File: src/rtl/adc_max10_core.sv
// Register-mapped scan controller for the MAX10 ADC sequencer IP (Avalon-ST command/response).
// Scans enabled channels in ascending order and keeps one 12-bit result register per channel.
module adc_max10_core #(
  parameter int ADC_ADDR_WIDTH = 4,
  parameter int ADC_CHANNELS   = 8
) (
  input  logic                      CLK,
  input  logic                      RESETn,
  input  logic [ADC_ADDR_WIDTH-1:0] read_addr,
  output logic [31:0]               read_data,
  input  logic [ADC_ADDR_WIDTH-1:0] write_addr,
  input  logic [31:0]               write_data,
  input  logic                      write_enable,
  output logic                      ADC_C_Valid,
  output logic [4:0]                ADC_C_Channel,
  output logic                      ADC_C_SOP,
  output logic                      ADC_C_EOP,
  input  logic                      ADC_C_Ready,
  input  logic                      ADC_R_Valid,
  input  logic [4:0]                ADC_R_Channel,
  input  logic [11:0]               ADC_R_Data,
  input  logic                      ADC_R_SOP,
  input  logic                      ADC_R_EOP,
  input  logic                      ADC_Trigger,
  output logic                      ADC_Interrupt
);

  localparam int CW = (ADC_CHANNELS > 1) ? $clog2(ADC_CHANNELS) : 1;

  typedef enum logic [2:0] {S_IDLE, S_SELECT, S_CMD, S_WAIT, S_DONE} state_e;

  state_e                  state_q, state_d;
  logic                    en_q, en_d, sc_q, sc_d, te_q, te_d, ie_q, ie_d, irq_flag_q, irq_flag_d;
  logic                    trig_q, trig_d;
  logic [ADC_CHANNELS-1:0] mask_q, mask_d, scan_q, scan_d;
  logic [11:0]             data_q [ADC_CHANNELS];
  logic [11:0]             data_d [ADC_CHANNELS];
  logic                    c_valid_q, c_valid_d;
  logic [4:0]              c_chan_q, c_chan_d;

  logic                    wr_adcs, wr_mask, start, abort, if_set, found;
  logic [CW-1:0]           low_idx;
  logic [ADC_ADDR_WIDTH-1:0] ridx;
  logic                    unused_ok;

  assign unused_ok = ^{ADC_R_SOP, ADC_R_EOP, write_data, ridx};

  always_comb begin
    found   = 1'b0;
    low_idx = '0;
    for (int unsigned i = 0; i < ADC_CHANNELS; i++) begin
      if (scan_q[i] && !found) begin
        found   = 1'b1;
        low_idx = CW'(i);
      end
    end
  end

  always_comb begin
    wr_adcs = write_enable && (write_addr == '0);
    wr_mask = write_enable && (write_addr == ADC_ADDR_WIDTH'(1));
    en_d    = wr_adcs ? write_data[0] : en_q;
    te_d    = wr_adcs ? write_data[2] : te_q;
    ie_d    = wr_adcs ? write_data[3] : ie_q;
    mask_d  = wr_mask ? write_data[ADC_CHANNELS-1:0] : mask_q;
    trig_d  = ADC_Trigger;

    // Abort keys off the post-write EN so clearing EN stops the scan at the same edge.
    abort = (state_q != S_IDLE) && !en_d;
    start = (state_q == S_IDLE) &&
            ((wr_adcs && write_data[0] && write_data[1]) ||
             (ADC_Trigger && !trig_q && en_q && te_q && en_d));

    state_d   = state_q;
    sc_d      = sc_q;
    scan_d    = scan_q;
    c_valid_d = c_valid_q;
    c_chan_d  = c_chan_q;
    if_set    = 1'b0;

    if (abort) begin
      state_d   = S_IDLE;
      sc_d      = 1'b0;
      c_valid_d = 1'b0;
    end else begin
      case (state_q)
        S_IDLE: if (start) begin
          state_d = S_SELECT;
          sc_d    = 1'b1;
          scan_d  = mask_q;
        end
        S_SELECT: if (found) begin
          state_d   = S_CMD;
          c_valid_d = 1'b1;
          c_chan_d  = 5'(low_idx);
        end else begin
          state_d = S_DONE;
        end
        S_CMD: if (ADC_C_Ready) begin
          scan_d[c_chan_q[CW-1:0]] = 1'b0;
          c_valid_d                = 1'b0;
          state_d                  = S_WAIT;
        end
        S_WAIT: if (ADC_R_Valid) state_d = S_SELECT;
        S_DONE: begin
          sc_d    = 1'b0;
          if_set  = 1'b1;
          state_d = S_IDLE;
        end
        default: state_d = S_IDLE;
      endcase
    end

    irq_flag_d = if_set ? 1'b1 : (wr_adcs ? write_data[4] : irq_flag_q);

    data_d = data_q;
    if (ADC_R_Valid && (32'(ADC_R_Channel) < 32'(ADC_CHANNELS)))
      data_d[ADC_R_Channel[CW-1:0]] = ADC_R_Data;
  end

  always_ff @(posedge CLK) begin
    if (!RESETn) begin
      state_q    <= S_IDLE;
      en_q       <= 1'b0;
      sc_q       <= 1'b0;
      te_q       <= 1'b0;
      ie_q       <= 1'b0;
      irq_flag_q <= 1'b0;
      trig_q     <= 1'b0;
      mask_q     <= '0;
      scan_q     <= '0;
      c_valid_q  <= 1'b0;
      c_chan_q   <= '0;
      for (int unsigned i = 0; i < ADC_CHANNELS; i++) data_q[i] <= '0;
    end else begin
      state_q    <= state_d;
      en_q       <= en_d;
      sc_q       <= sc_d;
      te_q       <= te_d;
      ie_q       <= ie_d;
      irq_flag_q <= irq_flag_d;
      trig_q     <= trig_d;
      mask_q     <= mask_d;
      scan_q     <= scan_d;
      c_valid_q  <= c_valid_d;
      c_chan_q   <= c_chan_d;
      data_q     <= data_d;
    end
  end

  assign ADC_C_Valid   = c_valid_q;
  assign ADC_C_Channel = c_chan_q;
  assign ADC_C_SOP     = c_valid_q;
  assign ADC_C_EOP     = c_valid_q;
  assign ADC_Interrupt = irq_flag_q & ie_q;

  always_comb begin
    read_data = '0;
    ridx      = read_addr - ADC_ADDR_WIDTH'(2);
    if (read_addr == '0)
      read_data = {27'b0, irq_flag_q, ie_q, te_q, sc_q, en_q};
    else if (read_addr == ADC_ADDR_WIDTH'(1))
      read_data = 32'(mask_q);
    else if (32'(read_addr) < 32'(ADC_CHANNELS + 2))
      read_data = {20'b0, data_q[ridx[CW-1:0]]};
  end

endmodule

File: config.mk
export PLATFORM = sky130hd
export DESIGN_NAME = adc_max10_core
export DESIGN_NICKNAME = d
export VERILOG_FILES = /design/src/rtl/adc_max10_core.sv
export SDC_FILE = /design/constraint.sdc
export NUM_CORES = 1
export LEC_CHECK = 0
export ABC_AREA = 1
export CAP_MARGIN = 10
export CORE_MARGIN = 1
export CORE_UTILIZATION = 57
export DETAILED_ROUTE_END_ITERATION = 10
export GPL_TIMING_DRIVEN = 0
export HOLD_SLACK_MARGIN = 0.12
export PLACE_DENSITY = 0.9
export SKIP_CTS_REPAIR_TIMING = 1
export SLEW_MARGIN = 30
export SYNTH_ARGS = -nofsm -noshare
export SYNTH_HDL_FRONTEND = slang
export SYNTH_SLANG_ARGS = --single-unit
File: constraint.sdc
create_clock -name CLK -period 4.8 [get_ports CLK]
set_clock_uncertainty 0.1 [all_clocks]
set_input_delay 0.96 -clock CLK [delete_from_list [all_inputs] [get_ports CLK]]
set_output_delay 0.96 -clock CLK [all_outputs]
set_load 0.05 [all_outputs]
==> flow_metrics.py, run 1 <==
metrics = {
    "min_path": {
        "worstHoldEndpoint": "sc_q",
        "min_from": "sc_q",
        "min_delay_path_depth": 2,
        "hold_class": "register to register",
    },
    "setup_path": {
        "critPathArrivalTime_ps": 3680,
        "path_max_fanout": 10,
        "worstReg2RegEnd": "scan_q[4]",
        "worstSetupPathType": "primary input to output port",
        "reg2regPathDepth": 9,
        "r2r_slack_ps": 3050,
        "cp-start-kind": "primary input",
        "cp_cell_sequence": "clkdlybuf4s50_1 > nor2_2 > buf_2 > nand2_1 > o211ai_1 > nand3_1 > a22oi_2 > clkdlybuf4s50_1",
        "crit_path_top_delay_cell": "clkdlybuf4s50_1",
        "critPathMaxStageDelay_ps": 820,
        "crit_required_ps": 3740,
        "cp_common_cell": "clkdlybuf4s50_1",
        "rr_startpoint": "state_q[2]",
        "end_kind": "output port",
    },
    "drt": {
        "first_pass_iters": 6,
        "routedWlPerCell_um": 17.03,
        "drcViolationCount": 0,
        "ant_nets": 0,
        "drtIter0Drc": 963,
        "wl_um": 18850,
        "via_count": 6474,
        "avgViaCountPerCell": 5.848,
    },
    "sta": {
        "worst_slew_pin_slew_ps": 639.2,
        "post-route-period-util": 0.9867,
        "fmax_mhz": 211.1,
        "setup-tns-final_ps": 0,
        "setup_viol": 0,
        "finalHoldViolCount": 0,
        "rsz0062_at_grt": "false",
        "slew_headroom": 0.5739,
        "drv_slew": 0,
        "layout_min_cycle_time_ps": 4736,
    },
    "placement": {
        "post_dp_cell_area_um2": 6669,
        "dpl.cell_count": 1075,
        "place_congestion": 0.9476,
        "portBuffers": 43,
        "hpwl_um": 12150,
    },
    "floorplanning": {
        "die_h_um": 104.5,
        "die_area_um2": 10920,
        "initial_utilization": 0.5828,
        "core_area_um2": 10280,
        "pin_count": 106,
        "row_count": 37,
        "fp.dieW_um": 104.5,
    },
    "global_route": {
        "grt_max_degree": 17,
        "overflow": 0,
        "grt_pass1_vias": 5954,
        "grt_pass1_wl_um": 29640,
        "track_usage": 0.3516,
        "antenna_found_initial": 0,
    },
    "power_and_ir_drop": {
        "swShare": 0.3254,
        "peakVddDrop_uv": 310.3,
        "p_int_uw": 2064,
        "power.leakage_uw": 0.003316,
        "p_sw_uw": 995.7,
        "power_uw": 3060,
        "seq_power_share": 0.369,
        "power_density_nw_per_um2": 421.4,
        "pwr-share-comb": 0.222,
        "p_clk_frac": 0.409,
    },
    "cells_and_area": {
        "area_delta_synth_final_pct": 21.24,
        "multi_input_area_um2": 2919,
        "num-fill-cells": 828,
        "final_layout_size_suffix_gt1_frac": 0.1020,
        "fin_nets": 1023,
        "stdcell_count": 1107,
        "final_cell_area_um2": 7262,
        "antenna_cells": 0,
        "regArea_um2": 2502,
    },
    "yosys": {
        "async_flop_share": 0,
        "synthFlopType": "dfxtp_1",
        "synth_cell_type_count": 33,
        "yosysMostFrequentCell": "nor2_1",
        "ys_warn_count": 0,
        "avgSynthCellArea_um2": 6.845,
        "ys_seq_area_frac": 0.4178,
        "ys_ff_latch": 125,
        "yosys-top-cells-count": "nor2_1 (271), o21ai_0 (152), dfxtp_1 (125), nand2_1 (82), inv_1 (49)",
        "post-synth-top-area-cell": "dfxtp_1",
        "synthTopCellsByArea": "dfxtp_1 (42%), nor2_1 (17%), o21ai_0 (13%)",
        "synth_area_um2": 5989,
        "synth_top_area_share": 0.4178,
        "synth-edff-count": 0,
        "syn_inst": 875,
    },
    "run_status": {
        "outcome": "finished clean",
    },
    "clocking": {
        "h-tree-depth": 4,
        "numCtsBuffers": 17,
        "cts.clk_slew.worst_paths_ps": 60,
        "cts_tree": "built",
        "insertion_delay_ps": 530,
        "clock_path_buffers": 2,
        "cts.sinks": 125,
        "cts_root_buf": "clkbuf_8",
    },
    "job": {
        "cap_violations": 0,
    },
}
-- layer usage --
layer | up-vias | track usage | routed length [um]
met4 | 0 | 0.2143 | 1122
met5 | - | 0 | 0
met2 | 556 | 0.5331 | 8093
met3 | 124 | 0.08459 | 2628
met1 | 2827 | 0.4509 | 7002
li1 | 2967 | - | -
-- placed cells by master, fill, tap and decap left out, types with 16 or more instances in the layout --
master / Yosys / layout
buf_4: 26 / 26
conb_1: 1 / 22
nand2_1: 82 / 82
clkbuf_1: 32 / 34
nor2_1: 271 / 271
clkdlybuf4s50_1: 0 / 35
inv_1: 49 / 49
dfxtp_1: 125 / 125
o21ai_0: 152 / 152
a21oi_1: 33 / 33
nand3_1: 21 / 21
clkbuf_16: 0 / 16
-- worst max-delay path by stage --
stage	cells past startpoint	startpoint	slack, ps	end
2_1_floorplan	8	read_addr[0]	880	read_data[8]
6_report	8	read_addr[1]	60	read_data[4]
4_1_cts	8	read_addr[1]	2	read_data[6]
5_1_grt	8	read_addr[1]	10	read_data[4]
3_5_place_dp	8	read_addr[1]	90	read_data[6]
3_3_place_gp	8	read_addr[1]	80	read_data[6]
-- worst max-delay path, delay by kind of cell --
| family | cells | cell delay, ps |
|---|---|---|
| buffers and inverters | 3 | 1770 |
| and+or+nand+nor | 3 | 630 |
| AOI/OAI and AO/OA | 2 | 300 |
-- power groups by stage --
| stage | combinational (uW) | clock, uW | sequential, uW |
|---|---|---|---|
| after floorplan | 479 | 0 | 1150 |
| after global placement | 636 | 0 | 1150 |
| after detailed placement | 647 | 0 | 1150 |
| after CTS | 659 | 1240 | 1130 |
| after global routing | 732 | 1300 | 1130 |
| final | 679 | 1250 | 1130 |
-- through the flow --
| step | util | worst slack (ps) | hold WS (ps) |
|---|---|---|---|
| 6_report | 0.7066 | 63.79 | 376.0 |
| 3_3_place_gp | 0.6489 | 81.14 | 357.1 |
| 2_1_floorplan | - | 875.2 | 338.5 |
| 3_5_place_dp | 0.6489 | 93.29 | 368.2 |
| 4_1_cts | 0.7047 | 2.028 | 377.1 |
| 5_1_grt | 0.7066 | 11.50 | 414.7 |
-- area by class of cell --
cell class | count | area share
buffer | 81 | 0.06220
clock buffer | 20 | 0.05996
clock inverter | 12 | 0.01895
inverter | 52 | 0.02688
multi-input combinational | 638 | 0.4020
sequential | 125 | 0.3446
tap | 136 | 0.02343
timing repair buffer | 43 | 0.06203
-- flip-flops by register name, summed over array words and instances, names as in the netlist --
| signal | flops |
|---|---|
| ADC_C_Channel | 3 |
| ADC_C_EOP | 1 |
| data_q | 96 |
| en_q | 1 |
| ie_q | 1 |
| irq_flag_q | 1 |
| mask_q | 8 |
| sc_q | 1 |
| scan_q | 8 |
| state_q | 3 |
| te_q | 1 |
| trig_q | 1 |
-- cell families after synthesis --
group | Yosys count | share of synthesized area
AOI/OAI and AO/OA | 217 | 0.1991
xor gates and xnor gates | 1 | 0.002716
buffers and inverters | 133 | 0.1080
DFF | 125 | 0.4178
other | 1 | 0.0006261
and+or+nand+nor | 398 | 0.2718
No activity file was read; power rests on OpenSTA's default activity.
==> inputs of run 2 (changes only) <==
CORE_ASPECT_RATIO = 1.75   (was default)
==> run 2 against run 1 <==
  * The run now ends with setup timing left
  * Sequential power is essentially flat
  * Power increased by 0.63%
  * Critical path depth unchanged
  * Die area increased by 0.15%
  * Largest cell class unchanged
  * Wire length rose by 1.6%
  * Worst hold slack got worse by 0.88 ps
  * Non-clock buffer count stayed put
  * Largest power group unchanged
==> flow_metrics.py, run 2 (synthesis gave the netlist of run 1 again) <==
metrics = {
    "run_status": {
        "outcome": "finished, violations left",
        "violations": "setup timing",
    },
    "sta": {
        "slew_headroom": 0.4711,
        "finalHoldViolCount": 0,
        "layout_min_cycle_time_ps": 4813,
        "post-route-period-util": 1.003,
        "rsz0062_at_grt": "false",
        "setup_viol": 1,
        "worst_slew_pin_slew_ps": 793.4,
        "setup-tns-final_ps": -13.44,
        "drv_slew": 0,
        "fmax_mhz": 207.8,
        "fin_ws_ps": -13.44,
    },
    "clocking": {
        "numCtsBuffers": 17,
        "cts.clk_slew.worst_paths_ps": 50,
        "cts.sinks": 125,
        "clock_path_buffers": 2,
        "insertion_delay_ps": 430,
        "cts_tree": "built",
        "cts_root_buf": "clkbuf_16",
        "h-tree-depth": 4,
    },
    "global_route": {
        "grt_pass1_vias": 6225,
        "antenna_found_initial": 0,
        "grt_pass1_wl_um": 29670,
        "overflow": 0,
        "track_usage": 0.3665,
        "grt_max_degree": 17,
    },
    "setup_path": {
        "critPathArrivalTime_ps": 3750,
        "cp_cell_sequence": "clkdlybuf4s50_1 > nor2_2 > buf_2 > nand2_1 > o2111ai_1 > nand3_1 > a21oi_1 > clkdlybuf4s50_1",
        "r2r_slack_ps": 2940,
        "cp_common_cell": "clkdlybuf4s50_1",
        "cp-start-kind": "primary input",
        "path_max_fanout": 10,
        "worstSetupPathType": "primary input to output port",
        "rr_startpoint": "state_q[0]",
        "worstReg2RegEnd": "scan_q[4]",
        "critPathMaxStageDelay_ps": 870,
        "reg2regPathDepth": 9,
        "crit_path_top_delay_cell": "clkdlybuf4s50_1",
        "crit_required_ps": 3740,
        "end_kind": "output port",
    },
    "placement": {
        "hpwl_um": 13230,
        "dpl.cell_count": 1066,
        "portBuffers": 43,
        "place_congestion": 0.9440,
    },
    "cells_and_area": {
        "area_delta_synth_final_pct": 20.85,
        "final_cell_mix": "nor2_1 (271), o21ai_0 (152), dfxtp_1 (125), nand2_1 (82), inv_1 (49)",
        "largest_register": "data_q",
        "reg_top3": "data_q: 96 flops, mask_q: 8 flops, scan_q: 8 flops",
        "final_layout_size_suffix_gt1_frac": 0.1020,
        "fin_nets": 1023,
        "largest_reg_flops": 96,
        "antenna_cells": 0,
        "stdcell_count": 1098,
        "final_common_cell": "nor2_1",
        "fin_util": 0.7070,
    },
    "min_path": {
        "min_delay_path_depth": 2,
        "worstHoldEndpoint": "mask_q[1]",
        "hold_class": "register to register",
        "min_from": "mask_q[1]",
    },
    "floorplanning": {
        "fp.dieW_um": 79.49,
        "core_area_um2": 10240,
        "initial_utilization": 0.5850,
        "die_h_um": 137.6,
        "row_count": 49,
        "pin_count": 106,
        "die_area_um2": 10940,
    },
    "drt": {
        "first_pass_iters": 6,
        "routedWlPerCell_um": 17.43,
        "drtIter0Drc": 614,
        "wl_um": 19140,
        "avgViaCountPerCell": 5.792,
        "drcViolationCount": 0,
        "via_count": 6360,
        "ant_nets": 0,
    },
    "power_and_ir_drop": {
        "power_density_nw_per_um2": 425.4,
        "p_clk_frac": 0.411,
        "power.leakage_uw": 0.003219,
        "peakVddDrop_uv": 398.9,
        "p_int_uw": 2095,
        "pwr-share-comb": 0.220,
        "power_uw": 3079,
        "seq_power_share": 0.368,
        "p_sw_uw": 984.6,
        "swShare": 0.3197,
    },
    "job": {
        "cap_violations": 0,
    },
}
-- run 2: cell count changes in the layout (fill, tap and decap cells not counted), sizes merged --
| cell | previous run | this run |
|---|---|---|
| inv | 54 | 52 |
| dlymetal6s2s | 8 | 1 |
| clkinv | 6 | 7 |
| clkdlybuf4s50 | 35 | 42 |
| clkbuf | 60 | 61 |
-- run 2: layout make-up --
cell class	instances	area, um2
Clock inverter	11	117.6
Timing Repair Buffer	43	432.9
Tap cell	127	158.9
Fill cell	852	3000
Clock buffer	21	460.4
Inverter	52	195.2
Multi-Input combinational cell	638	2919
Sequential cell	125	2502
Buffer	81	451.7
-- run 2: how the worst max path moves through the flow --
stage	startpoint	endpoint	slack, ps	cells after the start
6_report	read_addr[1]	read_data[1]	-10	8
5_1_grt	read_addr[1]	read_data[1]	5	8
4_1_cts	read_addr[1]	read_data[8]	10	8
3_5_place_dp	read_addr[1]	read_data[8]	50	8
3_3_place_gp	read_addr[1]	read_data[8]	40	8
2_1_floorplan	read_addr[0]	read_data[8]	880	8
-- run 2: per-layer routing --
metal  global-route usage  up-vias  part of all wire
met1               0.3527     2866              0.33
met3              0.08675      126             0.086
met5                    0        -                 0
li1                     -     2961                 -
met4               0.3303        0             0.076
met2               0.6349      407              0.51
-- run 2: metrics by stage --
step | setup WS (ps) | hold WS [ps] | instance area [um2]
finish | -13.44 | 375.1 | 7238
floorplan | 875.2 | 338.5 | 6068
CTS | 14.27 | 369.1 | 7236
global route | 5.499 | 422.3 | 7238
global placement | 38.34 | 357.5 | 6658
detailed placement | 48.44 | 361.0 | 6658
-- run 2: power groups by stage --
stage	Combinational [uW]	Clock (uW)	Sequential, uW
final	679	1270	1130
after global routing	738	1300	1140
after CTS	667	1250	1130
after detailed placement	657	0	1150
after global placement	646	0	1150
after floorplan	479	0	1150
-- run 2: critical path, delay by kind of cell --
| family | cells | cell delay, ps |
|---|---|---|
| AO/OA/AOI/OAI | 2 | 400 |
| AND/OR/NAND/NOR | 3 | 580 |
| buffers and inverters | 3 | 1800 |
==> variant (config.mk and constraints of run 2) <==
Change the parameter `ADC_CHANNELS` from 8 to 16.
--- a/src/rtl/adc_max10_core.sv
+++ b/src/rtl/adc_max10_core.sv
@@ -2,7 +2,7 @@
 // Scans enabled channels in ascending order and keeps one 12-bit result register per channel.
 module adc_max10_core #(
   parameter int ADC_ADDR_WIDTH = 4,
-  parameter int ADC_CHANNELS   = 8
+  parameter int ADC_CHANNELS   = 16
 ) (
   input  logic                      CLK,
   input  logic                      RESETn,
Behaviour: not the same (Yosys sat finds a counterexample within 4 cycles, from zero or initial values and one cycle with RESETn low).
==> variant against run 2 <==
- setup slack better by 0.026 ns
- routed wire length rose to 2.5 times the old value
- area after synthesis rose by 85%
- maximum frequency rose by 0.55%
- clock power up 47%
- register-to-register slack worse by 0.78 ns
- cell area is 79% higher
- sequential cell count rose by 113
- non-clock buffer count rose by 79
- synthesized cell count is 78% higher
- total power rose by 59%
- final cell count rose by 75%
- critical endpoint is now read_data[0]
- largest cell class unchanged
- highest routed layer unchanged
==> variant: results (changes against run 2) <==
- Post-synthesis sequential area ratio: 0.4305 (+0.01268)
- Nets: 1732 (+69%)
- DR pass1 iterations: 8 (+2)
- Hold Crit Start: data_q[123]$_SDFFE_PN0P_
- Status: complete, no violations
- HPWL Detailed: 35050 um (+160%)
- H-tree Lvls: 1 (-3)
- Detailed Route Iter0 Violations: 1265 (+110%)
- Crit path launch: read_addr[0]
- Regs by FF count: data_q x192, mask_q x16, scan_q x16
- Crit path DAT: 3.73 ns (-0.02 ns)
- Int Power: 3.347 mW (+60%)
- Commonest cells post-synth: o21ai_0 (272), dfxtp_1 (238), a21oi_1 (210)
- First-pass GRT wire length: 71600 um (+140%)
- Largest net degree at the start of global routing: 15 (-2)
- Clock buffer depth: 3 (+1)
- Wirelength per Cell: 25.31 um (+45%)
- Static Leak: 4.747 nW (+47%)
- Clock Pin Slew Worst Setup and Hold Paths: 0.07 ns (+0.02 ns)
- All-Layer GR Usage: 0.4936 (+0.1271)
- Slew @ Worst Pin: 1.118 ns (+0.3249 ns)
- Clock Latency Late Sink: 0.53 ns (+0.10 ns)
- RD Place Congestion: 1.055 (+12%)
- Count of cell types in the netlist: 46 (+39%)
- Ranking of synthesized cells by area: dfxtp_1 (43%), o21ai_0 (12%), a21oi_1 (9.5%), nor2_1 (6.4%), inv_1 (5.7%)
- Internal reg-to-reg setup slack: 2.16 ns (-0.78 ns)
- Worst VDD drop: 0.0003224 V (-19%)
- Dpl ws: -1.733 ns (-1.782 ns)
==> variant: cell count changes in the layout (fill, tap and decap cells not counted), moves of 13 or more <==
cell / change
clkdlybuf4s50_1: +15
clkbuf_1: +56
inv_1: +119
nand2_1: +33
nand3_1: +80
dfxtp_1: +113
nor2_1: -83
a21oi_1: +176
o21ai_0: +111
o2111ai_1: +13
==> variant: kinds of logic (layout without fill, tap and decap cells) <==
kind of cell               count (synthesis)  after routing  share of synthesized area
adders and majority gates                  1              1                   0.001130
AOI/OAI and AO/OA                        556            556                     0.2730
DFF                                      238            238                     0.4305
other                                      1             17                  0.0003388
and+or+nand+nor                          452            452                     0.1793
xor gates and xnor gates                   1              1                  0.0007915
muxes                                      1              1                  0.0009044
buffers and inverters                    307            415                     0.1141
==> variant: layout make-up <==
| type | count | area (sq um) | share of cell area |
|---|---|---|---|
| Clock inverter | 6 | 87.58 | 0.006767 |
| Buffer | 134 | 646.9 | 0.04998 |
| Multi-Input combinational cell | 1028 | 5189 | 0.4009 |
| Tap cell | 241 | 301.5 | 0.02330 |
| Clock buffer | 34 | 656.9 | 0.05075 |
| Inverter | 172 | 650.6 | 0.05027 |
| Timing Repair Buffer | 69 | 645.6 | 0.04988 |
| Sequential cell | 238 | 4765 | 0.3681 |
==> variant: power groups by stage <==
stage / sequential, mW / clock, mW / combinational, mW
floorplan: 2.08 / 0 / 0.600
global placement: 2.08 / 0 / 0.924
detailed placement: 2.08 / 0 / 0.934
CTS: 2.04 / 1.85 / 0.939
global route: 2.04 / 1.93 / 1.03
finish: 2.04 / 1.87 / 0.986
==> variant: per-layer routing <==
layer / wire [um] / track usage / part of all wire / vias to the layer above
met3: 4688 / 0.1579 / 0.096 / 312
met1: 15360 / 0.4807 / 0.32 / 5673
met5: 0 / 0 / 0 / -
met2: 22630 / 0.7965 / 0.47 / 820
met4: 5966 / 0.4895 / 0.12 / 0
li1: - / - / - / 5418
==> variant: worst max path at each step <==
stage,to,slack [ns],cells past startpoint
final,read_data[0],0.01,12
after global routing,read_data[0],0.0006,12
after CTS,read_data[8],-1.76,13
after detailed placement,read_data[8],-1.73,13
after global placement,read_data[8],-1.71,13
after floorplan,read_data[2],0.07,11
==> variant: stage by stage <==
| stage | cells | TNS, ns | utilization | total power, mW |
|---|---|---|---|---|
| 2_1_floorplan | 1573 | 0 | - | 2.678 |
| 3_3_place_gp | 1883 | -18.02 | 0.6341 | 3.004 |
| 4_1_cts | 1923 | -17.93 | 0.6731 | 4.822 |
| 3_5_place_dp | 1883 | -17.60 | 0.6341 | 3.016 |
| 5_1_grt | 1922 | 0 | 0.6771 | 5.000 |
| 6_report | 1922 | 0 | 0.6771 | 4.894 |
